$ cat src/rtl/fetch_buffer_unit_pkg.sv
// Shared types for the instruction fetch buffer.
//   fb_state_t    : fetch controller state (IDLE, FETCH)
//   fetch_entry_t : one queued fetch result {pc, instr} at the default widths;
//                   the queue packs entries in this same order (pc in the MSBs).
//   fb_cnt_w()    : width of an occupancy counter able to hold 0..depth
package fetch_buffer_unit_pkg;

   localparam int FB_PC_W    = 8;
   localparam int FB_INSTR_W = 16;

   typedef enum logic [0:0] {
      IDLE  = 1'b0,
      FETCH = 1'b1
   } fb_state_t;

   typedef struct packed {
      logic [FB_PC_W-1:0]    pc;
      logic [FB_INSTR_W-1:0] instr;
   } fetch_entry_t;

   function automatic int fb_cnt_w(input int depth);
      return $clog2(depth + 1);
   endfunction

endpackage

$ cat src/rtl/fetch_buffer_unit_fifo.sv
// Fetch queue: DEPTH-entry FIFO with first-word fall-through head.
// Ports:
//   clk, reset_n        clock, async active-low reset
//   push, push_data     write tail (accepted when not full, or when popping)
//   pop                 remove head (ignored when empty)
//   flush               empty the queue; wins over push and pop
//   head_data           registered head entry (undefined when empty)
//   full, empty, count  occupancy
module fetch_fifo #(
   parameter int WIDTH = 24,
   parameter int DEPTH = 4
) (
   input  logic                         clk,
   input  logic                         reset_n,
   input  logic                         push,
   input  logic [WIDTH-1:0]             push_data,
   input  logic                         pop,
   input  logic                         flush,
   output logic [WIDTH-1:0]             head_data,
   output logic                         full,
   output logic                         empty,
   output logic [$clog2(DEPTH+1)-1:0]   count
);

   localparam int PTR_W = $clog2(DEPTH);
   localparam int CNT_W = $clog2(DEPTH + 1);

   logic [PTR_W-1:0] wr_ptr_q, wr_ptr_d;
   logic [PTR_W-1:0] rd_ptr_q, rd_ptr_d;
   logic [CNT_W-1:0] count_q, count_d;
   logic [WIDTH-1:0] mem_q [DEPTH];
   logic [WIDTH-1:0] mem_d [DEPTH];
   logic             push_en;
   logic             pop_en;

   assign empty     = (count_q == '0);
   assign full      = (count_q == CNT_W'(DEPTH));
   assign count     = count_q;
   assign head_data = mem_q[rd_ptr_q];

   // A full queue still accepts a push when the head leaves in the same cycle.
   assign pop_en  = pop && !empty;
   assign push_en = push && (!full || pop_en);

   always_comb begin
      wr_ptr_d = wr_ptr_q;
      rd_ptr_d = rd_ptr_q;
      count_d  = count_q;
      mem_d    = mem_q;
      if (flush) begin
         wr_ptr_d = '0;
         rd_ptr_d = '0;
         count_d  = '0;
      end else begin
         if (push_en) begin
            mem_d[wr_ptr_q] = push_data;
            wr_ptr_d        = wr_ptr_q + PTR_W'(1);
         end
         if (pop_en) begin
            rd_ptr_d = rd_ptr_q + PTR_W'(1);
         end
         case ({push_en, pop_en})
            2'b10:   count_d = count_q + CNT_W'(1);
            2'b01:   count_d = count_q - CNT_W'(1);
            default: count_d = count_q;
         endcase
      end
   end

   always_ff @(posedge clk or negedge reset_n) begin
      if (!reset_n) begin
         wr_ptr_q <= '0;
         rd_ptr_q <= '0;
         count_q  <= '0;
      end else begin
         wr_ptr_q <= wr_ptr_d;
         rd_ptr_q <= rd_ptr_d;
         count_q  <= count_d;
      end
   end

   // Storage needs no reset: nothing reads it while count_q is zero.
   always_ff @(posedge clk) begin
      mem_q <= mem_d;
   end

endmodule

$ cat src/rtl/fetch_buffer_unit.sv
// Instruction fetch buffer: issues sequential reads to a one-cycle-latency
// instruction memory, queues {pc, instr} results and hands them to a
// valid/ready consumer. Redirects flush the queue and restart fetch.
// Ports:
//   clk, reset_n                    clock, async active-low reset
//   fetch_en                        allow new memory requests
//   redirect_valid, redirect_target flush and restart fetch at target
//   imem_req, imem_addr             memory read request / address
//   imem_rdata                      read data, one cycle after the request
//   out_valid, out_ready            head handshake
//   out_instr, out_pc               head entry (zero when the queue is empty)
//
// state | meaning
// ------+-----------------------------------------------------------
// IDLE  | first cycle out of reset, no requests
// FETCH | issue requests whenever enabled and queue space is reserved
module fetch_buffer_unit
   import fetch_buffer_unit_pkg::*;
#(
   parameter int          PC_W     = 8,
   parameter int          INSTR_W  = 16,
   parameter int          DEPTH    = 4,
   parameter int unsigned RESET_PC = 0
) (
   input  logic               clk,
   input  logic               reset_n,
   input  logic               fetch_en,
   input  logic               redirect_valid,
   input  logic [PC_W-1:0]    redirect_target,
   output logic               imem_req,
   output logic [PC_W-1:0]    imem_addr,
   input  logic [INSTR_W-1:0] imem_rdata,
   output logic               out_valid,
   input  logic               out_ready,
   output logic [INSTR_W-1:0] out_instr,
   output logic [PC_W-1:0]    out_pc
);

   localparam int              CNT_W      = fb_cnt_w(DEPTH);
   localparam int              ENT_W      = PC_W + INSTR_W;
   localparam logic [PC_W-1:0] RESET_PC_V = PC_W'(RESET_PC);

   fb_state_t        state_q, state_d;
   logic [PC_W-1:0]  pc_q, pc_d;
   logic             inflight_q, inflight_d;
   logic [PC_W-1:0]  inflight_pc_q, inflight_pc_d;

   logic             fifo_push;
   logic             fifo_pop;
   logic             fifo_full;
   logic             fifo_empty;
   logic [CNT_W-1:0] fifo_count;
   logic [ENT_W-1:0] head_entry;
   logic             room;

   // Space is reserved for the in-flight response so it can never be dropped.
   assign room = !fifo_full &&
                 (({1'b0, fifo_count} + (CNT_W+1)'(inflight_q)) < (CNT_W+1)'(DEPTH));

   always_comb begin
      state_d       = state_q;
      pc_d          = pc_q;
      inflight_pc_d = inflight_pc_q;
      imem_req      = 1'b0;

      case (state_q)
         IDLE:    state_d  = FETCH;
         FETCH:   imem_req = fetch_en && !redirect_valid && room;
         default: state_d  = IDLE;
      endcase

      if (redirect_valid) begin
         pc_d = redirect_target;
      end else if (imem_req) begin
         pc_d = pc_q + PC_W'(1);
      end

      // A response already in flight during a redirect is killed because it
      // is never pushed; imem_req is low in that cycle so nothing new starts.
      inflight_d = imem_req;
      if (imem_req) begin
         inflight_pc_d = pc_q;
      end
   end

   always_ff @(posedge clk or negedge reset_n) begin
      if (!reset_n) begin
         state_q       <= IDLE;
         pc_q          <= RESET_PC_V;
         inflight_q    <= 1'b0;
         inflight_pc_q <= '0;
      end else begin
         state_q       <= state_d;
         pc_q          <= pc_d;
         inflight_q    <= inflight_d;
         inflight_pc_q <= inflight_pc_d;
      end
   end

   assign fifo_push = inflight_q && !redirect_valid;
   assign fifo_pop  = out_valid && out_ready;

   fetch_fifo #(
      .WIDTH (ENT_W),
      .DEPTH (DEPTH)
   ) u_fifo (
      .clk       (clk),
      .reset_n   (reset_n),
      .push      (fifo_push),
      .push_data ({inflight_pc_q, imem_rdata}),
      .pop       (fifo_pop),
      .flush     (redirect_valid),
      .head_data (head_entry),
      .full      (fifo_full),
      .empty     (fifo_empty),
      .count     (fifo_count)
   );

   assign imem_addr = pc_q;
   assign out_valid = !fifo_empty;
   assign out_instr = fifo_empty ? '0 : head_entry[INSTR_W-1:0];
   assign out_pc    = fifo_empty ? '0 : head_entry[ENT_W-1:INSTR_W];

endmodule

$ cat config.mk
export PLATFORM = sky130hd
export DESIGN_NAME = fetch_buffer_unit
export DESIGN_NICKNAME = d
export VERILOG_FILES = /design/src/rtl/fetch_buffer_unit_pkg.sv /design/src/rtl/fetch_buffer_unit_fifo.sv /design/src/rtl/fetch_buffer_unit.sv
export SDC_FILE = /design/constraint.sdc
export NUM_CORES = 1
export LEC_CHECK = 0
export BUFFER_PORTS_ARGS = -buffer_cell sky130_fd_sc_hd__buf_2
export CAP_MARGIN = 5
export CELL_PAD_IN_SITES_DETAIL_PLACEMENT = 1
export CELL_PAD_IN_SITES_GLOBAL_PLACEMENT = 1
export CORE_MARGIN = 2
export CORE_UTILIZATION = 28
export DETAILED_ROUTE_END_ITERATION = 8
export GPL_TIMING_DRIVEN = 1
export PLACE_DENSITY = 0.62
export SETUP_SLACK_MARGIN = 0.15
export SYNTH_ARGS = -nofsm -noshare
export SYNTH_HDL_FRONTEND = slang
export SYNTH_HIERARCHICAL = 1
export SYNTH_SLANG_ARGS = --single-unit
$ cat constraint.sdc
create_clock -name clk -period 5.5 [get_ports clk]
set_clock_uncertainty 0.1 [all_clocks]
set_input_delay 1.1 -clock clk [delete_from_list [all_inputs] [get_ports clk]]
set_output_delay 1.1 -clock clk [all_outputs]
set_load 0.05 [all_outputs]
# [After elaboration in Yosys (flattened, before gate mapping)]
# Index checks and enable logic that the tools add are counted.
[classes] n_addsub=6 multipliers=0 n_div=0 magnitude_cmp=4 n_eq_ne=3 muxes=17 n_bitwise=3 shifts=0 reduce_logical=18
[ops] op="96-bit bitwise mux" n=1
[ops] op="24-bit two-way mux" n=3
[ops] op="24-bit binary-select mux with 2-bit select" n=1
[ops] op="24-bit demux with 2-bit select" n=1
[ops] op="8-bit two-way mux" n=3
[ops] op="16-bit two-way mux" n=1
[ops] op="8-bit by 1-bit adder with 8-bit output, second input constant" n=1
[ops] op="1-bit logical AND" n=8
[ops] op="2-bit two-way mux" n=4
[ops] op="3-bit greater-or-equal comparator, second input constant" n=2
[ops] op="2-bit inverter with 3-bit output" n=2
[ops] op="3-bit one-hot mux with 2 select lines" n=1
[ops] op="2-bit nonzero test" n=3
[ops] op="2-bit by 1-bit adder with 2-bit output, second input constant" n=2
[ops] op="3-bit by 1-bit adder with 4-bit output" n=1
[ops] op="4-bit by 3-bit less-than comparator with 1-bit output, second input constant" n=1
[ops] op="3-bit by 1-bit adder with 3-bit output, second input constant" n=1
[ops] op="3-bit equality test, second input constant" n=1
[ops] op="1-bit zero test" n=3
[ops] op="3-bit zero test" n=1
[ops] op="3-bit by 1-bit less-than comparator with 1-bit output, second input constant" n=1
[ops] op="3-bit two-way mux" n=1
[ops] op="3-bit nonzero test" n=1
[ops] op="3-bit by 1-bit subtractor with 3-bit output, second input constant" n=1
[ops] op="other kinds (6)" n=6
[word_totals] mem_bits_rw=0 mem_count=0 mem_bits_ro=0 inputBits=29 out_inout_bits=34 latch_bits=0 register_bits=121 elab_cells=62

# [Longest topological paths before layout]
# Gate-level depths: netlist (run 1).
[logic_depth] word_depth=9 ltp_mapped=10 depth_no_buf=8

# [Modules after synthesis]
# Netlist (run 1), hierarchy kept.
[by_module_without_submodules] mod="fetch_fifo" area_each_um2=4068.9 cells_per_inst=193 instances=1 seq_area_each_um2=3057.9
[by_module_without_submodules] mod="fetch_buffer_unit" area_each_um2=1056.0 cells_per_inst=108 instances=1 seq_area_each_um2=450.4

# [Worst setup path before layout (run 1)]
# Ideal clock, no wire load.
[synth_path] path_kind="input -> register" from="input port redirect_valid" to="register u_fifo/mem_q[0] (netlist name) (enable)" path_stages=6 path_slack_ps=1019 required_ps=4960 path_buffers=3 t_arrival_ps=3941 setup_time_ps=440 cell_sequence="buf_6 > clkbuf_1 > nor2b_1 > clkbuf_1 > o21ai_0 > nor3b_1"
[synth_between] elab_chain_len=4 elab_cells_between_ends=5 classes_between="1 x bitwise; 4 x reduce/logical"
[synth_lines] element="start, declared" line="fetch_buffer_unit.sv:28" text="input logic redirect_valid,"
[synth_lines] element="1-bit zero test" line="fetch_buffer_unit.sv:100" text="assign fifo_push = inflight_q && !redirect_valid;"
[synth_lines] element="1-bit logical AND" line="fetch_buffer_unit.sv:100"
[synth_lines] element="named net fifo_push" line="fetch_buffer_unit.sv:48" text="logic fifo_push;"
[synth_lines] element="1-bit logical AND" line="fetch_buffer_unit_fifo.sv:43" text="assign push_en = push && (!full || pop_en);"
[synth_lines] element="2-bit AND reduction (no line)"
[synth_lines] element="end signal, assigned" line="fetch_buffer_unit_fifo.sv:84" text="mem_q <= mem_d;"
[synth_lines] element="end, declared" line="fetch_buffer_unit_fifo.sv:31" text="logic [WIDTH-1:0] mem_q [DEPTH];"
# The timed path passes the listed nets, and every way through them passes these cells.
# A chain may end at the register's enable or synchronous reset.

# [Final worst setup path (run 1)]
[layout_path] from="input port redirect_valid" to="output port imem_req"
[layout_between] elab_chain_len=4
[layout_lines] element="1-bit zero test" line="fetch_buffer_unit.sv:68" text="FETCH: imem_req = fetch_en && !redirect_valid && room;"
[layout_lines] element="1-bit logical AND (2 in a row)" line="fetch_buffer_unit.sv:68"
[layout_lines] element="1-bit two-way mux" line="fetch_buffer_unit.sv:66" text="case (state_q)"
[layout_lines] element="end, declared" line="fetch_buffer_unit.sv:30" text="output logic imem_req,"
# Every way passes these cells.

==> results.py, run 1 <==
metrics = {
    "outcome": {
        "outcome": "finished clean",
    },
    "timing": {
        "report.final.slew_viol_count": 0,
        "min_period_over_period_pct": 68.10,
        "worst_slack_ns": 1.754,
        "hold_violations": 0,
        "slew_headroom_pct": 39.55,
        "tightest_slew_ns": 0.9068,
        "period_needed_ns": 3.746,
        "setup_viol": 0,
        "rsz0062_at_grt": "no",
        "max_freq_mhz": 267.0,
        "hold_slack_ns": 0.4356,
        "fin_tns_setup_ns": 0,
    },
    "placed_design": {
        "routabilityCongestion": 0.7148,
        "place_ws_ns": 1.749,
        "dp_hpwl_um": 6482,
        "dp.cells": 580,
        "port_buffers": 62,
    },
    "critical_path": {
        "required_ns": 4.30,
        "start_kind": "input pin",
        "cp-end-kind": "output pin",
        "critPathArrivalTime_ns": 2.55,
        "critPathKind": "input pin to output pin",
        "path_max_fanout": 31,
    },
    "synthesis": {
        "yosysWarnings": 6,
        "syn-num-nets": 336,
        "avgSynthCellArea_um2": 17.03,
        "synth_area_leaders": "edfxtp_1 56%, dfrtp_1 12%, mux4_2 11%",
        "synth_commonest_cells": "96 x edfxtp_1, 28 x nor2b_1, 25 x dfrtp_1",
        "synth_flop_cell": "edfxtp_1",
        "synth_cells": 301,
        "ys_types": 50,
        "synth.most_common_cell": "edfxtp_1",
        "yosysTopAreaCell": "edfxtp_1",
        "ys_seq_elements": 121,
        "yosysSeqAreaShare_pct": 68.46,
        "synth_edf_count": 96,
        "synthArstFlopShare_pct": 20.66,
        "synth_top_area_share_pct": 56.25,
        "synth.cell_area_um2": 5125,
    },
    "cts": {
        "clkTransAtPathRegs_ns": 0.05,
        "cts_resized": 0,
        "cts.sinks": 121,
        "htree_levels": 4,
        "clk_latency_ns": 0.40,
        "root_buffer": "clkbuf_16",
        "ctsHoldBuffers": 0,
        "numCtsBuffers": 17,
        "clock_path_buffers": 2,
        "cts_tree": "yes",
        "cts_setup_buffers": 0,
    },
    "pwr": {
        "p_sw_share_pct": 22.56,
        "pwr-share-clk_pct": 47.0,
        "intPower_mw": 1.785,
        "ir_drop_uv": 200.4,
        "combPwrFrac_pct": 6.8,
        "p_per_area_nw_per_um2": 367.7,
        "power_switching_uw": 520.1,
        "seqPwrFrac_pct": 46.2,
        "totalPowerFinal_mw": 2.305,
        "p_leak_nw": 2.236,
    },
    "die": {
        "start_util_pct": 28.53,
        "die_w_um": 139.3,
        "die_h_um": 139.3,
        "core_area_um2": 17960,
        "io_pins": 63,
        "rows": 49,
        "dieArea_um2": 19400,
    },
    "routing": {
        "wl_per_cell_um": 16.76,
        "ant_nets": 0,
        "route.detailed.drc": 0,
        "wl_um": 10260,
        "vias": 2776,
        "dr.pass1.iters": 4,
        "dr.first_iter.drc_count": 73,
        "viasPerCell": 4.536,
    },
    "finish": {
        "drive_gt1_share_pct": 36.29,
        "syn_to_final_growth_pct": 22.34,
        "num_antenna_cells": 0,
        "fillers": 1839,
        "final_cells": 612,
        "num-nets-final": 405,
    },
    "global_route": {
        "grt_util_met3_pct": 2.891,
        "grt_max_degree": 32,
        "antenna_found_initial": 0,
        "use_met1_pct": 14.03,
        "grt_pass1_wl_um": 16550,
        "grt_pass1_vias": 3106,
        "met2_usage_pct": 18.03,
        "gr-max-usage-layer": "met2",
        "grt_usage_pct": 11.11,
        "grt_overflow": 0,
    },
    "job": {
        "drv_cap": 0,
    },
    "min_path": {
        "min_path_type": "flip-flop to flip-flop",
    },
}
## logic make-up after synthesis
kind of cell               synth area share, %
xor gates and xnor gates                0.5128
adders and majority gates                1.611
and+or+nand+nor                          9.522
DFF                                      68.46
buffers and inverters                    2.783
AOI/OAI and AO/OA                        4.102
muxes                                    12.94
other                                  0.07317
## power groups by stage
| stage | Sequential, mW | Clock (mW) | Combinational (mW) |
|---|---|---|---|
| 2_1_floorplan | 1.09 | 0 | 0.0895 |
| 3_3_place_gp | 1.08 | 0 | 0.155 |
| 3_5_place_dp | 1.08 | 0 | 0.160 |
| 4_1_cts | 1.07 | 1.11 | 0.160 |
| 5_1_grt | 1.07 | 1.15 | 0.169 |
| 6_report | 1.06 | 1.08 | 0.156 |
## layer usage
metal | share of wire, % | routed length, um | up-vias
li1 | - | - | 1305
met1 | 46 | 4675 | 1392
met2 | 49 | 5025 | 68
met3 | 3.8 | 392 | 11
met4 | 1.6 | 166 | 0
met5 | 0 | 0 | -
## worst max-delay path, cell delays in order
cell	delay, ns
buf_2	0.30
nor4b_4	0.42
nand3_4	0.25
clkinv_4	0.18
buf_2	0.28
## worst paths after layout
check,start,to,slack [ns],depth (start not counted)
max,redirect_valid,imem_req,1.75,5
min in group asynchronous,reset_n,imem_addr[4]$_DFFE_PN0P_,0.60,1
max in group asynchronous,reset_n,u_fifo/rd_ptr_q[0]$_DFFE_PN0P_,4.26,1
max reg2reg,u_fifo/count[1]$_DFFE_PN0P_,u_fifo/mem_q[81]$_DFFE_PP_,2.56,5
min reg2reg,inflight_pc_q[6]$_DFFE_PN0P_,u_fifo/mem_q[70]$_DFFE_PP_,0.44,0
min,inflight_pc_q[6]$_DFFE_PN0P_,u_fifo/mem_q[70]$_DFFE_PP_,0.44,0
## cell type report
cell class | count | area [um2] | share of cell area (%)
multi-input cells | 154 | 1499 | 23.91
clock inverters | 13 | 151.4 | 2.415
clock buffers | 19 | 432.9 | 6.905
inverters | 8 | 35.03 | 0.5588
well taps | 229 | 286.5 | 4.570
flip-flops and latches | 121 | 3510 | 55.98
repair buffers | 68 | 355.3 | 5.668
## cells in the final DEF (no fill, tap or decap), drive strengths merged, types with 3 or more instances in the layout
master	instances
a221o	4
buf	68
bufinv	3
clkbuf	19
clkinv	7
clkinvlp	3
dfrtp	25
edfxtp	96
ha	5
inv	8
mux2	7
mux2i	4
mux4	24
nand2	11
nand2b	6
nand3	6
nor2	10
nor2b	28
nor3	3
nor3b	5
nor4	3
o21ai	8
## flip-flops by register name (all words and copies together) (netlist names)
name	flops
inflight_pc_q	8
u_fifo/rd_ptr_q	2
imem_addr	8
u_fifo/wr_ptr_q	2
inflight_q	1
state_q	1
u_fifo/count	3
u_fifo/mem_q	96
## stage by stage
stage               area (um2)  util [%]
finish                    6270     34.90
CTS                       6270     34.90
floorplan                 5125         -
global route              6270     34.90
detailed placement        5685     31.65
global placement          5685     31.65
Power figures use the tool's default switching activity.
==> inputs of run 2 (changes only) <==
- PLACE_DENSITY: 0.62 -> 0.64
- clock period: 5.5 -> 3 ns (I/O delays scaled with it)
==> run 2 against run 1 <==
Cell area increased by 2.9%. Register-to-register slack lost 2.0 ns. Die area did not move. Highest routed layer unchanged. Clock power is 78% higher. Sequential power rose by 84%. Largest power group is now registers. Sequential cell count did not move.
==> results.py, run 2 (synthesized netlist as in run 1, its figures left out) <==
metrics = {
    "outcome": {
        "outcome": "finished clean",
    },
    "finish": {
        "largest_reg_flops": 96,
        "drive_gt1_share_pct": 38.17,
        "top_register": "u_fifo/mem_q",
        "final_cell_mix": "96 x edfxtp_1, 61 x buf_2, 28 x nor2b_1",
        "mostFrequentLayoutCell": "edfxtp_1",
        "num_antenna_cells": 0,
        "num-nets-final": 415,
        "syn_to_final_growth_pct": 25.93,
    },
    "critical_path": {
        "worst-path-buf-inv": 3,
        "critPathArrivalTime_ns": 2.05,
        "slowest_delay_ns": 0.49,
        "critPathKind": "flip-flop to output pin",
        "path_max_fanout": 13,
        "start_kind": "flip-flop",
        "cp-end-kind": "output pin",
        "crit_chain": "or3b_4 > inv_1 > nor4b_4 > nand3_4 > clkinv_4 > buf_4",
        "cp_top_family": "simple AND/OR/NAND/NOR gates",
        "required_ns": 2.30,
        "cp_slowest_cell": "dfrtp_2",
    },
    "routing": {
        "dr.first_iter.drc_count": 186,
        "dr_wl_met3_um": 469,
        "wl_per_cell_um": 17.41,
        "dr.pass1.iters": 6,
        "vias": 2841,
        "dr_wl_met2_um": 5538,
        "viasPerCell": 4.568,
        "wl_met1_um": 4677,
        "ant_nets": 0,
        "route.detailed.drc": 0,
        "wl_um": 10830,
        "routed.top_layer": "met4",
    },
    "cts": {
        "clk_latency_ns": 0.41,
        "clkTransAtPathRegs_ns": 0.05,
        "ctsHoldBuffers": 0,
        "root_buffer": "clkbuf_16",
        "numCtsBuffers": 17,
        "cts_tree": "yes",
        "htree_levels": 4,
        "cts.sinks": 121,
        "clock_path_buffers": 2,
    },
    "pwr": {
        "power_switching_uw": 949.9,
        "seqPwrFrac_pct": 46.7,
        "p_sw_share_pct": 22.76,
        "p_leak_nw": 2.333,
        "intPower_mw": 3.225,
        "pwr-share-clk_pct": 46.1,
        "p_per_area_nw_per_um2": 646.8,
        "ir_drop_uv": 407.0,
        "combPwrFrac_pct": 7.2,
        "totalPowerFinal_mw": 4.175,
    },
    "die": {
        "die_h_um": 139.3,
        "start_util_pct": 28.53,
        "core_area_um2": 17960,
        "die_w_um": 139.3,
        "rows": 49,
        "io_pins": 63,
        "dieArea_um2": 19400,
    },
    "global_route": {
        "grt_pass1_vias": 3138,
        "grt_max_degree": 27,
        "grt_pass1_wl_um": 17220,
        "antenna_found_initial": 0,
        "grt_usage_pct": 11.86,
        "grt_overflow": 0,
    },
    "placed_design": {
        "routabilityCongestion": 0.7624,
        "dp_hpwl_um": 6949,
        "place_ws_ns": 0.3582,
        "port_buffers": 62,
    },
    "timing": {
        "tightest_slew_ns": 0.6063,
        "worst_slack_ns": 0.2491,
        "rsz0062_at_grt": "yes",
        "min_period_over_period_pct": 91.70,
        "report.final.slew_viol_count": 0,
        "setup_viol": 0,
        "fin_tns_setup_ns": 0,
        "max_freq_mhz": 363.5,
        "hold_violations": 0,
        "slew_headroom_pct": 59.58,
        "period_needed_ns": 2.751,
    },
    "job": {
        "drv_cap": 0,
    },
    "min_path": {
        "min_path_type": "input pin to asynchronous set/reset pin",
    },
}
run 2: timing repair:
item,4_1_cts,5_1_grt
cloned,0,1
endpoints found under the setup margin,4,21
gates resized for setup,1,2
setup buffers,1,2
pin swaps,1,0
run 2: worst paths after layout:
check | from | end | slack [ns] | cells after the start
worst max-delay path | u_fifo/count[2]$_DFFE_PN0P_ | imem_req | 0.25 | 6
worst min-delay path | reset_n | imem_addr[0]$_DFFE_PN0P_ | 0.1 | 1
worst max register to register | u_fifo/count[0]$_DFFE_PN0P_ | u_fifo/count[2]$_DFFE_PN0P_ | 0.57 | 8
worst min register to register | inflight_pc_q[6]$_DFFE_PN0P_ | u_fifo/mem_q[46]$_DFFE_PP_ | 0.42 | 0
max in group asynchronous | reset_n | u_fifo/count[1]$_DFFE_PN0P_ | 2.26 | 1
min in group clk | imem_rdata[6] | u_fifo/mem_q[78]$_DFFE_PP_ | 0.31 | 1
run 2: stage by stage:
stage / hold slack [ns] / utilization, % / std cells / area [um2]
6_report: 0.09542 / 35.93 / 622 / 6454
5_1_grt: 0.1307 / 35.93 / 622 / 6454
4_1_cts: 0.1078 / 35.69 / 619 / 6411
3_5_place_dp: 0.4174 / 32.51 / 586 / 5841
3_3_place_gp: 0.3973 / 32.51 / 586 / 5841
2_1_floorplan: 0.2044 / - / 301 / 5179
run 2: metal layers:
| layer | vias to the layer above | global-route usage (%) |
|---|---|---|
| met3 | 12 | 3.751 |
| li1 | 1321 | - |
| met2 | 70 | 20.02 |
| met5 | - | 0 |
| met1 | 1438 | 14.17 |
| met4 | 0 | 4.625 |
run 2: final cells by class:
type                            count  area [um2]
Clock buffer                       24       461.7
Clock inverter                      8       98.84
Fill cell                        1848       11510
Inverter                            8       35.03
Multi-Input combinational cell    154        1534
Sequential cell                   121        3512
Tap cell                          229       286.5
Timing Repair Buffer               78       525.5
run 2: worst reg2reg max path: stages (launching register included):
cell and delay, ns:
dfrtp_1 0.47, buf_4 0.20, nor3_4 0.14, nor2b_1 0.08
o31ai_1 0.11, nor2_1 0.09, fa_1 0.45, or4_1 0.55
a31oi_1 0.17
run 2: power groups by stage:
stage	Clock (mW)	Combinational, mW	Sequential, mW
global route	2.05	0.328	1.96
floorplan	0	0.168	2.00
global placement	0	0.297	1.98
CTS	1.98	0.307	1.95
finish	1.92	0.302	1.95
detailed placement	0	0.305	1.98
==> inputs of run 3 (changes only) <==
- CTS_BUF_LIST: unset -> sky130_fd_sc_hd__clkbuf_4 sky130_fd_sc_hd__clkbuf_8
==> run 3 against run 2 <==
Final cell count increased by 0.16%. Worst setup slack better by 0.061 ns. Core utilization fell by 1.0 points. First-iteration DRC count down 14%. Non-clock buffer count grew 1. Clock-buffer cell count stayed put. Maximum frequency rose by 2.3%. Die area unchanged. Combinational power about the same. Sequential cell count unchanged. Global-route usage fell by 0.30 points. Largest cell class unchanged.
==> results.py, run 3 (synthesized netlist as in run 1, its figures left out) <==
metrics = {
    "timing": {
        "fin_tns_setup_ns": 0,
        "max_freq_mhz": 371.7,
        "tightest_slew_ns": 0.6056,
        "setup_viol": 0,
        "rsz0062_at_grt": "no",
        "report.final.slew_viol_count": 0,
        "slew_headroom_pct": 59.63,
        "period_needed_ns": 2.690,
        "hold_violations": 0,
        "worst_slack_ns": 0.3097,
        "min_period_over_period_pct": 89.68,
    },
    "routing": {
        "wl_per_cell_um": 17.06,
        "ant_nets": 0,
        "wl_um": 10630,
        "route.detailed.drc": 0,
        "dr.first_iter.drc_count": 160,
        "viasPerCell": 4.589,
        "vias": 2859,
        "dr.pass1.iters": 4,
    },
    "finish": {
        "largest_reg_flops": 96,
        "mostFrequentLayoutCell": "edfxtp_1",
        "num_antenna_cells": 0,
        "final_cells": 623,
        "drive_gt1_share_pct": 39.85,
        "num-nets-final": 416,
        "top_register": "u_fifo/mem_q",
        "syn_to_final_growth_pct": 22.44,
        "final_cell_mix": "96 x edfxtp_1, 61 x buf_2, 28 x nor2b_1",
    },
    "global_route": {
        "antenna_found_initial": 0,
        "grt_pass1_vias": 3144,
        "grt_usage_pct": 11.56,
        "grt_max_degree": 27,
        "grt_overflow": 0,
        "grt_pass1_wl_um": 17020,
    },
    "placed_design": {
        "dp.cells": 586,
        "place_ws_ns": 0.3582,
        "routabilityCongestion": 0.7624,
        "dp_hpwl_um": 6949,
        "port_buffers": 62,
    },
    "cts": {
        "root_buffer": "clkbuf_8",
        "cts.sinks": 121,
        "numCtsBuffers": 17,
        "clkTransAtPathRegs_ns": 0.07,
        "clk_latency_ns": 0.42,
        "htree_levels": 4,
        "cts_tree": "yes",
        "clock_path_buffers": 2,
    },
    "min_path": {
        "min_path_type": "input pin to asynchronous set/reset pin",
    },
    "critical_path": {
        "start_kind": "flip-flop",
        "required_ns": 2.30,
        "cp-end-kind": "output pin",
        "critPathArrivalTime_ns": 1.99,
        "critPathKind": "flip-flop to output pin",
        "path_max_fanout": 13,
    },
    "die": {
        "die_w_um": 139.3,
        "die_h_um": 139.3,
        "rows": 49,
        "start_util_pct": 28.53,
        "dieArea_um2": 19400,
        "core_area_um2": 17960,
        "io_pins": 63,
    },
    "outcome": {
        "outcome": "finished clean",
    },
    "pwr": {
        "ir_drop_uv": 267.3,
        "totalPowerFinal_mw": 3.670,
        "p_leak_nw": 2.267,
        "p_per_area_nw_per_um2": 584.9,
    },
    "job": {
        "drv_cap": 0,
    },
}
==> run 3: what timing repair did <==
action | CTS | global route
pin swaps | 1 | 0
setup buffers | 2 | 3
hold buffers | 0 | 0
gates resized for setup | 1 | 2
endpoints found under the setup margin | 9 | 1
==> run 3: path summary, 6_finish.rpt <==
path                                               from                           to  cells past startpoint  slack, ns
hold / removal                                  reset_n     imem_addr[0]$_DFFE_PN0P_                      1       0.08
min in group clk                          imem_rdata[8]   u_fifo/mem_q[56]$_DFFE_PP_                      1       0.30
max in group asynchronous                       reset_n  u_fifo/count[1]$_DFFE_PN0P_                      1       2.27
setup reg to reg            u_fifo/count[0]$_DFFE_PN0P_  u_fifo/count[2]$_DFFE_PN0P_                      8       0.55
setup / recovery            u_fifo/count[0]$_DFFE_PN0P_                     imem_req                      6       0.31
hold reg to reg            inflight_pc_q[6]$_DFFE_PN0P_   u_fifo/mem_q[70]$_DFFE_PP_                      0       0.42
==> run 3: through the flow <==
stage | utilization (%) | cell area [um2] | hold WS (ns)
CTS | 34.79 | 6250 | 0.08567
global placement | 32.51 | 5841 | 0.3973
global route | 34.93 | 6275 | 0.1025
floorplan | - | 5179 | 0.2044
detailed placement | 32.51 | 5841 | 0.4174
finish | 34.93 | 6275 | 0.08373
==> run 3: routing by layer <==
layer / vias up / part of all wire [%] / global-route usage [%]
met2: 66 / 51 / 19.61
met1: 1462 / 44 / 14.01
met4: 0 / 1.1 / 3.562
li1: 1321 / - / -
met5: - / 0 / 0
met3: 10 / 4.1 / 3.820
==> run 3: worst max-delay path, cell delays in order, from the launching register on <==
cell	delay [ns]
dfrtp_1	0.51
or3b_4	0.22
inv_1	0.07
nor4b_4	0.28
nand3_4	0.13
clkinv_4	0.13
buf_4	0.21
==> run 3: power breakdown <==
part	switching (mW)	internal (mW)	total, mW
clock	0.609	0.812	1.42
combinational	0.204	0.0988	0.302
sequential	0.0624	1.88	1.95
total	0.875	2.79	3.67
==> run 3: cell type report <==
cell class                 instances  area [um2]
fill                            1859       11690
sequential                       121        3512
multi-input combinational        154        1534
timing repair buffer              79       515.5
clock buffer                      24       292.8
tap                              229       286.5
clock inverter                     8       98.84
inverter                           8       35.03
